**config.mk**
```make
export PLATFORM = sky130hd
export DESIGN_NAME = instr_fetch_unit
export DESIGN_NICKNAME = d
export VERILOG_FILES = /design/src/rtl/cpu_defs_pkg.sv /design/src/rtl/instr_fetch_unit.sv
export SDC_FILE = /design/constraint.sdc
export NUM_CORES = 1
export LEC_CHECK = 0
export ABC_AREA = 1
export BUFFER_PORTS_ARGS = -buffer_cell sky130_fd_sc_hd__buf_2
export CORE_ASPECT_RATIO = 0.6
export CORE_MARGIN = 3
export CORE_UTILIZATION = 39
export DETAILED_ROUTE_END_ITERATION = 8
export PLACE_DENSITY = 0.79
export SLEW_MARGIN = 20
export SYNTH_ARGS = -nofsm -noshare
export SYNTH_HDL_FRONTEND = slang
export SYNTH_SLANG_ARGS = --single-unit
```
**constraint.sdc**
```tcl
create_clock -name clk -period 1.3 [get_ports clk]
set_input_delay 0.325 -clock clk [delete_from_list [all_inputs] [get_ports clk]]
set_output_delay 0.325 -clock clk [all_outputs]
set_load 0.005 [all_outputs]
```
**src/rtl/cpu_defs_pkg.sv**
```systemverilog
// Shared CPU definitions: fetch FSM states, opcode field position,
// the halt opcode and the branch function codes used by decode and next-PC.
package cpu_defs_pkg;

    // Fetch FSM states
    typedef enum logic [2:0] {
        FETCH_REQ  = 3'd0,
        FETCH_WAIT = 3'd1,
        ISSUE      = 3'd2,
        EXEC       = 3'd3,
        HALTED     = 3'd4
    } fetch_state_e;

    // Opcode field position inside an instruction word
    localparam int OPCODE_MSB = 31;
    localparam int OPCODE_LSB = 26;
    localparam int OPCODE_W   = OPCODE_MSB - OPCODE_LSB + 1;

    // Opcode that stops the fetch stage for good (until reset)
    localparam logic [OPCODE_W-1:0] OPC_HALT = 6'b111111;

    // Branch function codes shared by decode and next-PC logic
    localparam logic [OPCODE_W-1:0] FUNC_BEQ = 6'b000100;
    localparam logic [OPCODE_W-1:0] FUNC_BNE = 6'b000101;
    localparam logic [OPCODE_W-1:0] FUNC_BLT = 6'b000110;
    localparam logic [OPCODE_W-1:0] FUNC_BGE = 6'b000111;

    // Extract the opcode field from a 32-bit instruction word
    function automatic logic [OPCODE_W-1:0] opcode_of(input logic [31:0] instr);
        return instr[OPCODE_MSB:OPCODE_LSB];
    endfunction

    // True for any of the four branch function codes
    function automatic logic is_branch(input logic [OPCODE_W-1:0] opc);
        return (opc == FUNC_BEQ) || (opc == FUNC_BNE) ||
               (opc == FUNC_BLT) || (opc == FUNC_BGE);
    endfunction

endpackage

```
**src/rtl/instr_fetch_unit.sv**
```systemverilog
// Non-speculative fetch stage. Owns the architectural PC, fetches one word
// per instruction and holds it for decode until execute pulses pc_load.
//
// Handshakes:
//   imem:   imem_req is a one-cycle request for the word at imem_addr; the
//           memory answers with a single-cycle imem_valid/imem_rdata one or
//           more cycles later. imem_valid is only sampled in FETCH_WAIT.
//   decode: instr_valid/instr_out are held stable until a rising edge where
//           instr_valid && instr_ready are both high; that edge is the
//           transfer. Ready is only looked at while in ISSUE.
//
// After reset the FSM spends one cycle in FETCH_REQ with imem_req low to
// arm the request register, then raises imem_req for exactly one cycle.
// Entering FETCH_REQ from EXEC arms the request on the pc_load edge, so the
// pc_load -> instr_valid latency is two edges plus the memory latency.
module instr_fetch_unit
    import cpu_defs_pkg::*;
#(
    parameter int                  ADDR_W      = 32,
    parameter int                  INSTR_W     = 32,
    parameter logic [ADDR_W-1:0]   RESET_PC    = {ADDR_W{1'b0}},
    parameter logic [OPCODE_W-1:0] HALT_OPCODE = OPC_HALT
) (
    input  logic               clk,
    input  logic               rst,
    input  logic [ADDR_W-1:0]  pc_next,
    input  logic               pc_load,
    output logic               imem_req,
    output logic [ADDR_W-1:0]  imem_addr,
    input  logic               imem_valid,
    input  logic [INSTR_W-1:0] imem_rdata,
    output logic [INSTR_W-1:0] instr_out,
    output logic               instr_valid,
    input  logic               instr_ready,
    output logic [ADDR_W-1:0]  pc_out,
    output logic               halted,
    output logic [2:0]         state_dbg
);

    fetch_state_e state;

    // Memory always reads the instruction's own PC
    assign imem_addr = pc_out;
    assign state_dbg = state;

    // Fetch FSM with the PC and instruction registers kept alongside it
    always_ff @(posedge clk) begin
        if (rst) begin
            state       <= FETCH_REQ;
            pc_out      <= RESET_PC;
            imem_req    <= 1'b0;
            instr_out   <= '0;
            instr_valid <= 1'b0;
            halted      <= 1'b0;
        end else begin
            case (state)
                FETCH_REQ: begin
                    if (!imem_req) begin
                        imem_req <= 1'b1;
                    end else begin
                        imem_req <= 1'b0;
                        state    <= FETCH_WAIT;
                    end
                end
                FETCH_WAIT: begin
                    if (imem_valid) begin
                        instr_out   <= imem_rdata;
                        instr_valid <= 1'b1;
                        state       <= ISSUE;
                    end
                end
                ISSUE: begin
                    if (instr_ready) begin
                        instr_valid <= 1'b0;
                        if (instr_out[OPCODE_MSB:OPCODE_LSB] == HALT_OPCODE) begin
                            halted <= 1'b1;
                            state  <= HALTED;
                        end else begin
                            state  <= EXEC;
                        end
                    end
                end
                EXEC: begin
                    if (pc_load) begin
                        pc_out   <= pc_next;
                        imem_req <= 1'b1;
                        state    <= FETCH_REQ;
                    end
                end
                HALTED: begin
                    imem_req <= 1'b0;
                end
                default: begin
                    imem_req <= 1'b0;
                    state    <= FETCH_REQ;
                end
            endcase
        end
    end

endmodule

```
# After elaboration in Yosys (flattened, before gate mapping)
# Index checks and enable logic that the tools add are counted.
# Widths: inputs -> output; s select.
[op_classes] n_eq_ne=9 n_reduce_logical=9 mux=12 bitwise=2
[op_table] cell="$mux 3" count=5
[op_table] cell="$pmux 3 s5" count=1
[op_table] cell="$ne 2x2->1 const B" count=4
[op_table] cell="$eq 3x2->1 const B" count=2
[op_table] cell="$eq 6x6->1 const B" count=1
[op_table] cell="$reduce_and 2->1" count=3
[op_table] cell="$reduce_and 3->1" count=2
[op_table] cell="$reduce_and 5->1" count=1
[op_table] cell="$mux 1" count=4
[op_table] cell="$eq 3x1->1 const B" count=1
[op_table] cell="$eq 3x3->1 const B" count=1
[op_table] cell="$logic_not 3->1" count=1
[op_table] cell="$pmux 1 s3" count=1
[op_table] cell="$not 1->1" count=2
[op_table] cell="$pmux 1 s2" count=1
[op_table] cell="$reduce_bool 2->1" count=1
[op_table] cell="$reduce_or 2->1" count=1
[word_totals] input_bits=69 wordCells=38 ff_bits=70

# Logic depth before layout (Yosys ltp)
# Gate-level depths: netlist of the first run.
[logic_depth] ltp_word=4 ltp_mapped=8

# Worst setup path before layout of the first run
# Ideal clock, no wire load.
[synth_path] path_type="reg2reg" from="reg state[2] (netlist: state_dbg[2])" to="reg instr_out[17]" n_path_buf=2 arrival_time_ns=1.111 path_stages_with_launch=9 path_slack_ns=0.073 path_cell_list="dfxtp_1 -> buf_4 -> nor2_4 -> nand2_4 -> nor2_8 -> inv_4 -> buf_6 -> nor2_1 -> nor2_1"
[synth_between] elab_chain_cells=2
[synth_rtl] element="start, declared" line="instr_fetch_unit.sv:40" source="fetch_state_e state;"
[synth_rtl] element="start signal, assigned" line="instr_fetch_unit.sv:49" source="state <= FETCH_REQ;"
[synth_rtl] element="start signal, assigned" line="instr_fetch_unit.sv:62" source="state <= FETCH_WAIT;"
[synth_rtl] element="start signal, assigned" line="instr_fetch_unit.sv:69" source="state <= ISSUE;"
[synth_rtl] element="$eq 3x1->1" line="instr_fetch_unit.sv:56" source="case (state)"
[synth_rtl] element="$reduce_and 2->1 (no source line)"
[synth_rtl] element="end signal, assigned" line="instr_fetch_unit.sv:67" source="instr_out <= imem_rdata;"
[synth_rtl] element="end, declared" line="instr_fetch_unit.sv:32" source="output logic [INSTR_W-1:0] instr_out,"
# No other way between the ends.
# A chain may end at the register's enable or synchronous reset.

# Worst setup path in the final report of the first run
[layout_path] from="reg state[2] (netlist: state_dbg[2])" to="out state_dbg[2]"
[layout_lines] element="end, declared" line="instr_fetch_unit.sv:37" source="output logic [2:0] state_dbg"
# No word-level cell between the ends.

==> summary.md, run 1 <==
| Metric | Value |
|---|---|
| Endpoint, Worst Hold | instr_out[5] |
| Slew of the pin with the lowest slew margin | 0.3497 ns |
| Mean Syn Cell Area | between 7 and 8 um2 |
| Slew Viols, Final | 0 |
| CP endpoint kind | primary output |
| Synthesized area | 2913 um2 |
| H-tree depth | 3 |
| Max Root-Sink Buffers | 2 |
| Outcome | complete, no violations |
| Pre-CTS setup slack | -0.04426 ns |
| Syn nets | 445 |
| TritonCTS clock tree | built |
| Most numerous cell in the Yosys netlist | nor2_1 |
| Antenna cells | 0 |
| Root Buffer Master | clkbuf_16 |
| Clock Pin Slew Worst Setup and Hold Paths | 0.05 ns |
| Reg-to-reg setup timing slack | 0.06 ns |
| Fill count | about 660 |
| Leading area contributor after synthesis | dfxtp_1 |
| DIE HEIGHT | roughly 73 um |
| Reg-to-reg startpoint | state_dbg[0] |
| Hold/Removal Path Class | in -> reg |
| Power Density | 1738 nW/um2 |
| IO Count | 171 |
| Final period util | 97.58% |
| Ys async rst share | 0% |
| Standard-cell row count | 23 |
| Final min period | around 1.3 ns |
| Grt total ovfl | 0 |
| Worst Hold Depth | 3 |
| Die area | 8576 um2 |
| Synth top cells by count | 77 x nor2_1, 70 x dfxtp_1, 52 x nand2_1 |
| Sequential cell area | 1410 um2 |
| Fmax | 788.3 MHz |
| Synth warn | 0 |
| Share of layout cells above drive strength 1 | about two fifths |
| Initial Util | 41.83% |
| Drt pass-1 iters | 4 |
| DRC Markers | 0 |
| Starting DRC count in detailed routing | 200 |
| CP Class | reg -> out |
| CTS Hold Bufs | 0 |
| Core area | roughly 7000 um2 |
| Gpl congestion | 0.7775 |
| HPWL after DPL | 5861 um |
| Post-Synthesis Cells | 376 |
| Max_slew headroom | about three quarters |
| Post-synth EDFFs | 0 |
| Number of port buffers | 170 |
| Worst R2R Path Depth | 8 |
| Area of the multi-input gates | 1105 um2 |
| Setup crit start kind | flip-flop |
| Via count | 2945 |
| Area grow syn2layout | 39.56% |
| VDD IR max | around 0.81 mV |
| CTS buffer count | 9 |
| RSZ-0062 raised after global routing | true |
| Skew-Pair Late Insertion Delay | 0.32 ns |
| Largest net degree at the start of global routing | 37 |
| First-pass GRT wire length | 12770 um |
| Hold Vio Cnt, Final | 0 |
| Vias in the first global route | approximately 2700 |
| Crit-path max FO | 7 |
| Worst setup margin | 0.03143 ns |
| Max Cap Viol | 0 |
| # setup viols final | 0 |
| GRT Util Overall | 18.13% |
| Vias per Instance | about 4.7 |
| WL final | between 8000 and 9000 um |
| Leakage power | 2.093 nW |
| Worst reg2reg path endpoint | instr_out[31] |
| Initial antenna violation count | 0 |
| Nets | between 500 and 600 |
| Sequential-to-total area share from yosys stat | between 40% and 50% |
| Share of the synthesized area in the top cell type | 48.11% |
| Worst path arrival time | approximately 0.94 ns |
| Clock sinks | 70 |
| WP data required | 0.98 ns |
| Area contributors post-synth | dfxtp_1 48%, nor2_1 9.9%, buf_4 8.5%, nand2_1 6.7%, nand3_1 6.2% |
| Yosys cell types | 22 |
| Setup TNS | 0 ns |
| Die width | between 100 and 150 um |
| Wire per inst | 13.52 um |
| Antenna-violating nets left | 0 |
| Min-delay src | imem_rdata[5] |
| Worst Skew | 0.006233 ns |
| Post-synthesis register bit count | 70 |
| Post-synth top flop | dfxtp_1 |
==> cell families after synthesis <==
| kind of cell | count (synthesis) | share of synthesized area [%] |
|---|---|---|
| AND/OR/NAND/NOR | 172 | 25.30 |
| flip-flops | 70 | 48.11 |
| buffers and inverters | 65 | 14.56 |
| AO/OA/AOI/OAI | 69 | 12.03 |
==> state kept, by name, summed over array words and instances, names as in the netlist <==
register     count
imem_addr       32
halted           1
instr_valid      1
instr_out       32
state_dbg        3
imem_req         1
==> power by group <==
part	total (W)	internal [W]	switching (W)	leakage, nW
sequential	0.00272	0.00248	0.000241	0.570
clock	0.00228	0.00144	0.000838	0.142
combinational	0.00207	0.000944	0.00112	1.38
total	0.00707	0.00486	0.00220	2.09
==> worst max-delay path, stage by stage, from the launching register on <==
cell and delay (ns):
dfxtp_4 0.41, buf_6 0.11, buf_2 0.10
==> cells in the final DEF, fill, tap and decap left out, types with 2 or more instances in the layout <==
cell,Yosys,final
a21oi_1,34,34
buf_12,0,5
buf_2,7,170
buf_4,33,10
buf_6,6,2
clkbuf_16,0,10
clkbuf_8,0,3
clkinv_2,0,2
dfxtp_1,70,67
dfxtp_4,0,2
inv_1,7,6
inv_2,1,2
inv_6,0,2
nand2_1,52,52
nand3_1,36,36
nor2_1,77,76
nor2_4,2,2
o21ai_0,16,15
o21ai_1,17,17
==> repair_timing <==
item	CTS	global route
pin swaps	0	1
resized for setup	3	12
setup buffers	0	6
gates cloned	0	4
endpoints found under the setup margin	5	70
==> through the flow <==
stage | hold WS, ns | total power, W | utilization [%] | instances | area [um2]
4_1_cts | 0.2105 | 0.006817 | 56.32 | 616 | 3923
3_3_place_gp | 0.4493 | 0.004435 | 52.07 | 600 | 3626
2_1_floorplan | 0.4599 | 0.003830 | - | 376 | 2913
6_report | 0.2287 | 0.007066 | 58.37 | 626 | 4065
5_1_grt | 0.2167 | 0.007527 | 58.37 | 626 | 4065
3_5_place_dp | 0.4608 | 0.004481 | 52.07 | 600 | 3626
==> how the worst max path moves through the flow <==
stage	slack, ns	start	depth (start not counted)	end
global route	-0.03	state_dbg[1]	7	instr_out[26]
global placement	-0.004	state_dbg[1]	6	state_dbg[1]
finish	0.03	state_dbg[2]	2	state_dbg[2]
floorplan	0.07	state_dbg[2]	8	instr_out[17]
detailed placement	-0.04	state_dbg[1]	6	halted
CTS	0.005	state_dbg[2]	2	state_dbg[2]
==> layout make-up <==
| cell class | count | share of cell area [%] |
|---|---|---|
| clock buffers | 13 | 6.648 |
| clock inverters | 3 | 0.4309 |
| inverters | 9 | 1.139 |
| multi-input cells | 241 | 27.18 |
| flip-flops and latches | 70 | 34.69 |
| well taps | 100 | 3.078 |
| repair buffers | 188 | 26.41 |
| repair inverters | 2 | 0.4309 |
==> routing by layer <==
metal	wire length, um	track usage, %	vias to the layer above
li1	-	-	1478
met1	3792	22.00	1370
met3	502	5.422	4
met4	48	6.623	0
met5	0	0	-
met2	4119	31.14	93
Note: power is estimated with default switching activity, not from simulation.
==> run 2: changes to the inputs <==
ABC_AREA = unset   (was 1)
==> run 2 against run 1 <==
Against the previous run: global-route usage shrank 1.4 points; synthesized cell count shrank 6.1%; combinational power shrank 64%; largest power group is now clock; synthesized area shrank 1.8%; maximum frequency grew 2.0%.
==> summary.md, run 2 <==
| Metric | Value |
|---|---|
| # setup viols final | 0 (unchanged) |
| Syn nets | 422 (-5.2%) |
| Clock sinks | 70 (unchanged) |
| Area grow syn2layout | 35.81% |
| CP Class | reg -> out |
| VDD IR max | 0.5645 mV (-30%) |
| Post-synthesis register bit count | 70 (unchanged) |
| GRT Util Overall | 16.73% (-1.4 points) |
| Post-Synthesis Cells | 353 (-6.1%) |
| Root Buffer Master | clkbuf_16 |
| HPWL after DPL | 5559 um (-5.1%) |
| Gpl congestion | 0.7813 (+0.49%) |
| Clock Pin Slew Worst Setup and Hold Paths | 0.06 ns (about the same) |
| Starting DRC count in detailed routing | 158 (-21%) |
| Largest net degree at the start of global routing | 47 (+27%) |
| Number of port buffers | 170 (unchanged) |
| Final period util | 95.68% (-1.9 points) |
| Cell Area, Placed | 3548 um2 (-2.1%) |
| Crit path from | state_dbg[1] |
| Area contributors post-synth | dfxtp_1 49%, nand2_1 17%, a21oi_1 10%, buf_4 8.7%, a21oi_2 2.4% |
| Worst path arrival time | 0.92 ns (-0.02 ns) |
| First-pass GRT wire length | 11260 um (-12%) |
| Most frequent cells in the layout | 170 x buf_2, 132 x nand2_1, 67 x dfxtp_1 |
| Initial Util | 41.60% (-0.22 points) |
| Setup crit start kind | flip-flop |
| Die width | 116.6 um (-0.84%) |
| Leakage power | 1.826 nW (-13%) |
| Max_slew headroom | 83.95% (+7.3 points) |
| Post-synth top flop | dfxtp_1 |
| Vias per Instance | 4.664 (-0.85%) |
| Sequential-to-total area share from yosys stat | 48.97% (+0.86 points) |
| Worst setup margin | 0.05620 ns (+0.02477 ns) |
| Leading area contributor after synthesis | dfxtp_1 |
| Synth Area in Compound Gates | 14.74% (+2.7 points) |
| Final cell count without fillers | 581 (-7.2%) |
| Reg-to-reg startpoint | state_dbg[2] |
| Crit path cell chain | buf_6 > buf_2 |
| Crit-path max cell delay | 0.36 ns (-0.05 ns) |
| Dpl cells | 563 (-6.2%) |
| Worst Skew | 0.007179 ns (+0.0009468 ns) |
| Slowest stage cell, crit path | dfxtp_4 |
| Share of the synthesized area in the top cell type | 48.97% (+0.86 points) |
| Setup TNS | 0 ns (unchanged) |
| Synth top cells by count | 132 x nand2_1, 70 x dfxtp_1, 57 x a21oi_1 |
| WP data required | 0.98 ns (about the same) |
| Yosys cell types | 31 (+41%) |
| Most common cell after layout, fill and taps aside | buf_2 |
| TritonCTS clock tree | built |
| Hold/Removal Path Class | in -> reg |
| Ys async rst share | 0% (unchanged) |
| IO Count | 171 (unchanged) |
| P_sw | 0.001333 W (-39%) |
| RSZ-0062 raised after global routing | false |
| Die area | 8435 um2 (-1.6%) |
| Fill count | 636 (-2.9%) |
| Drt pass-1 iters | 4 (unchanged) |
| DIE HEIGHT | 72.35 um (-0.81%) |
| WL final | 7420 um (-12%) |
| DRC Markers | 0 (unchanged) |
| Grt total ovfl | 0 (unchanged) |
| Final min period | 1.244 ns (-0.02477 ns) |
| Post-synth EDFFs | 0 (unchanged) |
| Max Cap Viol | 0 (unchanged) |
| H-tree depth | 3 (unchanged) |
| Logic pwr share | 13.3% (-16 points) |
| Largest family of logic cells by synthesized area | simple AND/OR/NAND/NOR gates |
| Core area | 6878 um2 (-1.2%) |
| Wire per inst | 12.77 um (-5.5%) |
| Share of layout cells above drive strength 1 | 42.51% (+0.88 points) |
| Initial antenna violation count | 0 (unchanged) |
| Power Density | 1454 nW/um2 (-16%) |
| Pre-CTS setup slack | 0.05323 ns (+0.09748 ns) |
| Most numerous cell in the Yosys netlist | nand2_1 |
| Post-Synth Adder-Cell Area | 0% (unchanged) |
| Final Util | 56.50% (-1.9 points) |
| Antenna-violating nets left | 0 (unchanged) |
| Mean Syn Cell Area | 8.106 um2 (+4.6%) |
| CP endpoint kind | primary output |
| CTS buffer count | 9 (unchanged) |
| Design area | 3886 um2 (-4.4%) |
| Outcome | complete, no violations |
| Post-Synth Simple-Gate Area | 21.34% (-4.0 points) |
| Nets | 558 (-5.4%) |
| Slew of the pin with the lowest slew margin | 0.2376 ns (-0.1121 ns) |
| Via count | 2710 (-8.0%) |
| Skew-Pair Late Insertion Delay | 0.31 ns (about the same) |
| Max Root-Sink Buffers | 2 (unchanged) |
| Vias in the first global route | 2449 (-9.4%) |
| Clock power share | 44.7% (+13 points) |
| Antenna cells | 0 (unchanged) |
| Switch share | 23.60% (-7.6 points) |
| Synthesized area | 2861 um2 (-1.8%) |
| Min-delay src | pc_next[23] |
| Hold Vio Cnt, Final | 0 (unchanged) |
| Synth warn | 0 (unchanged) |
| Crit-path max FO | 7 (unchanged) |
| Fmax | 804.0 MHz (+2.0%) |
| Share of power burned in registers | 41.9% (+3.4 points) |
| Int Power | 0.004316 W (-11%) |
| Standard-cell row count | 23 (unchanged) |
| Post-synthesis mux area share | 0.3498% (+0.35 points) |
| Slew Viols, Final | 0 (unchanged) |
| Synth Area in XOR/XNOR | 0% (unchanged) |
run 2: through the flow:
stage	hold WS [ns]	total power, W
final	0.2441	0.005649
after global routing	0.2362	0.005905
after CTS	0.2290	0.005712
after detailed placement	0.4435	0.003147
after global placement	0.4382	0.003123
after floorplan	0.4527	0.002829
run 2: power groups by stage:
stage          Sequential [W]  Clock (W)  Combinational, W
6_report              0.00237    0.00253          0.000753
5_1_grt               0.00238    0.00269          0.000828
4_1_cts               0.00237    0.00260          0.000738
3_5_place_dp          0.00241          0          0.000732
3_3_place_gp          0.00240          0          0.000719
2_1_floorplan         0.00241          0          0.000421
run 2: layout make-up:
type | instances | area (um2) | area share, %
timing repair buffer | 182 | 1005 | 25.85
clock buffer | 10 | 229.0 | 5.892
clock inverter | 6 | 86.33 | 2.222
inverter | 2 | 7.507 | 0.1932
tap | 87 | 108.9 | 2.801
multi-input combinational | 224 | 1042 | 26.82
sequential | 70 | 1408 | 36.22
run 2: repair_timing:
item | in CTS | in global routing
resized for setup | 4 | 1
hold buffers | 0 | 0
buffers inserted | 0 | 2
endpoints found under the setup margin | 3 | 18
run 2: worst max-delay path, delay by kind of cell, from the launching register on:
family	cells	cell delay, ns
flops	1	0.36
buf+inv	2	0.25
run 2: worst paths after layout:
path | end | slack [ns] | cells past startpoint
min reg2reg | instr_out[25] | 0.45 | 2
max reg2reg | imem_addr[19] | 0.13 | 4
max | state_dbg[1] | 0.06 | 2
min | imem_addr[23] | 0.24 | 3
run 2: metal layers:
layer	vias to the layer above	wire, um	track usage [%]
met5	-	0	0
met4	0	54	5.089
met3	4	706	4.833
met2	131	3435	28.45
met1	1195	3224	20.66
li1	1380	-	-
run 2: cells by family after synthesis:
group,count (synthesis)
simple gates,148
compound gates,75
flops,70
buf+inv,59
mux,1
